$ cat config.mk
export PLATFORM = sky130hd
export DESIGN_NAME = rom_addr_sequencer
export DESIGN_NICKNAME = d
export VERILOG_FILES = /design/src/rtl/rom_addr_sequencer.sv
export SDC_FILE = /design/constraint.sdc
export NUM_CORES = 1
export LEC_CHECK = 0
export ABC_AREA = 1
export CAP_MARGIN = 20
export CORE_AREA = 5 5 42 44
export CTS_CLUSTER_SIZE = 24
export DETAILED_ROUTE_END_ITERATION = 12
export DIE_AREA = 0 0 47 49
export PLACE_DENSITY = 0.69
export RECOVER_POWER = 50
export SLEW_MARGIN = 10
export SYNTH_ARGS = -nofsm -noshare
export SYNTH_HDL_FRONTEND = slang
export SYNTH_SLANG_ARGS = --single-unit
$ cat constraint.sdc
create_clock -name clk_2 -period 3.8 [get_ports clk_2]
set_clock_uncertainty 0.2 [all_clocks]
set_input_delay 0.57 -clock clk_2 [delete_from_list [all_inputs] [get_ports clk_2]]
set_output_delay 0.57 -clock clk_2 [all_outputs]
set_load 0.01 [all_outputs]
$ cat src/rtl/rom_addr_sequencer.sv
`default_nettype none
// ============================================================================
//  Module      : rom_addr_sequencer
//  Description : ROM address generator with manual step, prescaled auto-run
//                and direct switch load, plus state/strobe outputs for the LCD.
//  Revision    : 1.0 - initial release
// ============================================================================
module rom_addr_sequencer #(
    parameter int ADDR_WIDTH = 2,
    parameter int TICK_DIV   = 4
) (
    input  logic                  clk_2,
    input  logic                  reset_n,
    input  logic                  load,
    input  logic [ADDR_WIDTH-1:0] load_addr,
    input  logic                  run,
    input  logic                  once,
    input  logic                  step,
    input  logic                  dir,
    output logic [ADDR_WIDTH-1:0] addr,
    output logic                  addr_valid,
    output logic                  wrap,
    output logic [1:0]            state
);

    localparam int                    c_PRESC_W    = $clog2(TICK_DIV);
    localparam logic [c_PRESC_W-1:0]  c_PRESC_LAST = c_PRESC_W'(TICK_DIV - 1);
    localparam logic [ADDR_WIDTH-1:0] c_ADDR_MAX   = {ADDR_WIDTH{1'b1}};
    localparam logic [ADDR_WIDTH-1:0] c_ADDR_ONE   = ADDR_WIDTH'(1);

    localparam logic [1:0] c_IDLE = 2'b00;
    localparam logic [1:0] c_RUN  = 2'b01;
    localparam logic [1:0] c_DONE = 2'b10;

    logic [ADDR_WIDTH-1:0] r_addr;
    logic                  r_valid;
    logic                  r_wrap;
    logic [1:0]            r_state;
    logic [c_PRESC_W-1:0]  r_presc;
    logic                  r_step_q;

    logic                  w_step_rise;
    logic                  w_tick;
    logic [ADDR_WIDTH-1:0] w_adv_addr;
    logic                  w_adv_wrap;

    always_comb begin
        w_step_rise = step & ~r_step_q;
        w_tick      = (r_state == c_RUN) && (r_presc == c_PRESC_LAST);
        w_adv_addr  = dir ? (r_addr - c_ADDR_ONE) : (r_addr + c_ADDR_ONE);
        w_adv_wrap  = dir ? (r_addr == '0) : (r_addr == c_ADDR_MAX);
    end

    always_ff @(posedge clk_2 or negedge reset_n) begin
        if (!reset_n) begin
            r_addr   <= '0;
            r_valid  <= 1'b0;
            r_wrap   <= 1'b0;
            r_state  <= c_IDLE;
            r_presc  <= '0;
            r_step_q <= 1'b0;
        end else begin
            r_step_q <= step;
            r_valid  <= 1'b0;
            r_wrap   <= 1'b0;

            // Load wins over any advance and is honoured in every state.
            if (load) begin
                r_addr  <= load_addr;
                r_valid <= 1'b1;
            end

            case (r_state)
                c_IDLE: begin
                    r_presc <= '0;
                    if (!load && w_step_rise) begin
                        r_addr  <= w_adv_addr;
                        r_valid <= 1'b1;
                        r_wrap  <= w_adv_wrap;
                    end
                    if (run) begin
                        r_state <= c_RUN;
                    end
                end

                c_RUN: begin
                    if (!run) begin
                        // A tick landing on the run drop is discarded.
                        r_state <= c_IDLE;
                        r_presc <= '0;
                    end else if (load) begin
                        r_presc <= '0;
                    end else if (w_tick) begin
                        r_addr  <= w_adv_addr;
                        r_valid <= 1'b1;
                        r_wrap  <= w_adv_wrap;
                        r_presc <= '0;
                        if (once && w_adv_wrap) begin
                            r_state <= c_DONE;
                        end
                    end else begin
                        r_presc <= r_presc + 1'b1;
                    end
                end

                c_DONE: begin
                    r_presc <= '0;
                    if (load || !run) begin
                        r_state <= c_IDLE;
                    end
                end

                default: begin
                    r_state <= c_IDLE;
                    r_presc <= '0;
                end
            endcase
        end
    end

    assign addr       = r_addr;
    assign addr_valid = r_valid;
    assign wrap       = r_wrap;
    assign state      = r_state;

endmodule
`default_nettype wire

==> impl_metrics.csv <==
group,metric,value,unit
drt,num_vias,524,
yosys,synth_area,534,sq um
clock_network,cts_tree,"built",
yosys,syn_nets,86,
timing,fin_ws,1.74,ns
drt,remaining_drc_errors,0,
yosys,syn_inst,76,
yosys,ys_ff_latch,9,
timing,fmax,485,MHz
timing,max_slew_margin,72.3,%
floorplanning,core_area,1400,sq um
worst_setup_path,crit_cells,1,
layout,final_core_util,51.4,%
run,drv_cap,0,
floorplanning,dieWidth,47,microns
global_routing,antenna_found_initial,0,
run_status,outcome,"complete, no violations",
global_routing,grt_overflow,0,
clock_network,cts_max_level,1,
layout,fin_nets,105,
power,p_comb_share,41.0,%
floorplanning,start_util,38.1,%
power,peakVddDrop,0.000392,V
floorplanning,dieArea,2300,sq um
layout,fin_area,721,sq um
timing,finalHoldViolCount,0,
yosys,yosysWarnings,0,
drt,wl_per_cell,10.0,microns
yosys,yosysTopAreaCell,"dfrtp_1",
clock_network,clk_pin_slew,0.06,ns
clock_network,insertion_delay,0.25,ns
floorplanning,pin_count,15,
timing,drv_slew,0,
placement,place_area,694,sq um
worst_setup_path,crit_fanout,6,
power,seqPwrFrac,38.7,%
clock_network,post_cts_buffers,0,
layout,synthToLayoutAreaGrowth,34.9,%
global_routing,grt.total_usage,11.6,%
timing,tightestPinTransition,0.414,ns
power,leakage,0.000382,uW
clock_network,post_cts_resize_count,0,
worst_setup_path,critPathMaxStageDelay,0.58,ns
power,cellInternalPower,222,uW
timing,rsz0062_at_grt,"false",
timing,min_period,2.06,ns
clock_network,cts_hold_buf,0,
layout,antenna_cells,0,
drt,drtAntennaViolNets,0,
timing,setup_tns,0,ns
floorplanning,die_h,49,microns
worst_setup_path,cp_top_family,"buffers and inverters",
yosys,synth_cell_types,18,
power,switchingPower,130,uW
drt,first_pass_iters,4,
yosys,synth_top_area_share,42.2,%
min_path,holdPathStages,1,
timing,period_share,54.3,%
worst_setup_path,path_class,"reg2out",
placement,place_ws,1.85,ns
worst_setup_path,crit_buf_inv,1,
drt,drt_iter0_markers,24,
placement,globalplace.congestion,0.808,
yosys,synth.avg_cell_area,7.03,sq um
yosys,post-synth-top-count-cell,"nand2_1",
worst_setup_path,crit_chain,"clkdlybuf4s50_1",
yosys,synthTopCellsByCount,"nand2_1, dfrtp_1, nand3_1, inv_1",
layout,drive_above_1_share,10.6,%
worst_setup_path,reg2regPathDepth,7,
clock_network,cts_sinks,9,
drt,viasPerCell,4.76,
worst_setup_path,cp_data_required_time,3.03,ns
power,clkPwrFrac,20.3,%
timing,setup_viol,0,
clock_network,clock_path_buffers,2,
clock_network,numCtsBuffers,3,
min_path,hold_class,"reg2reg",
yosys,ys.flop_type,"dfrtp_1",
power,power_density,489,nW/um^2
worst_setup_path,cp_slowest_cell,"clkdlybuf4s50_1",
yosys,synth_edf_count,0,
global_routing,grt_pass1_vias,481,
placement,port_buffers,14,
power,swShare,36.9,%
worst_setup_path,start_kind,"flip-flop",
yosys,synthArstFlopShare,100,%
worst_setup_path,arrival,1.29,ns
yosys,synth_area_leaders,"dfrtp_1, nand2_1, nand3_1",
yosys,synth_seq_area_share,42.2,%
floorplanning,rows,14,
global_routing,grt_max_degree,10,
drt,wl,1100,microns
worst_setup_path,endpoint_kind,"output port",
placement,dp_hpwl,910,microns
clock_network,root_buffer,"clkbuf_4",
global_routing,grt_pass1_wl,1930,microns
per-stage QoR:
step / total power (uW) / std cells / hold slack [ns]
2_1_floorplan: 224 / 76 / 0.0744
6_report: 352 / 110 / 0.249
3_5_place_dp: 284 / 106 / 0.231
4_1_cts: 358 / 110 / 0.247
3_3_place_gp: 282 / 106 / 0.237
5_1_grt: 385 / 110 / 0.272
flip-flops by register name, summed over array words and instances, names as in the netlist:
register	flops
addr	2
addr_valid	1
r_presc	2
r_step_q	1
state	2
wrap	1
final cells by class:
type                            instances  area, sq um
Clock buffer                            4         26.3
Fill cell                             147          681
Inverter                               12         45.0
Multi-Input combinational cell         55          264
Sequential cell                         9          225
Tap cell                               16         20.0
Timing Repair Buffer                   14          140
layout by cell type (no fill, tap or decap):
master	n
nand2_2	1
nor2_2	1
dlygate4sd3_1	3
a21boi_1	1
clkbuf_1	1
a21oi_1	1
nand3_1	9
xor2_1	1
o21ai_1	2
ha_1	1
nand2_1	29
nor3_1	1
dfrtp_1	9
nand3_2	1
nor2_1	4
clkbuf_4	3
inv_1	8
nor3b_1	1
nand4_1	1
mux2i_1	1
inv_2	4
clkdlybuf4s50_1	11
metal layers:
metal	vias up	global-route usage (%)	part of all wire, %
li1	275	-	-
met1	234	14.6	44
met2	13	16.5	48
met3	2	5.90	7.1
met4	0	4.15	1.1
met5	-	0	0
cells by family after synthesis:
kind of cell | share of synthesized area [%]
fa+ha+maj | 2.34
compound gates | 4.22
flops | 42.2
buf+inv | 8.43
simple gates | 39.3
xor+xnor | 1.64
mux | 1.87
power groups by stage:
| stage | Combinational [uW] | Clock [uW] | Sequential, uW |
|---|---|---|---|
| 3_3_place_gp | 145 | 0 | 137 |
| 5_1_grt | 164 | 80.2 | 141 |
| 4_1_cts | 147 | 74.5 | 137 |
| 2_1_floorplan | 82.4 | 0 | 142 |
| 6_report | 144 | 71.6 | 136 |
| 3_5_place_dp | 146 | 0 | 138 |
path summary, 6_finish.rpt:
kind                                       from                   end  slack (ns)
min                        r_presc[0]$_DFF_PN0_  r_presc[0]$_DFF_PN0_        0.25
max reg2reg                r_presc[0]$_DFF_PN0_  state[0]$_DFFE_PN0P_        2.44
min reg2reg                r_presc[0]$_DFF_PN0_  r_presc[0]$_DFF_PN0_        0.25
min in group asynchronous               reset_n  state[1]$_DFFE_PN0P_        0.48
max in group asynchronous               reset_n    r_step_q$_DFF_PN0_        2.63
max                        state[1]$_DFFE_PN0P_              state[1]        1.74
No activity file was read; power rests on OpenSTA's default activity.
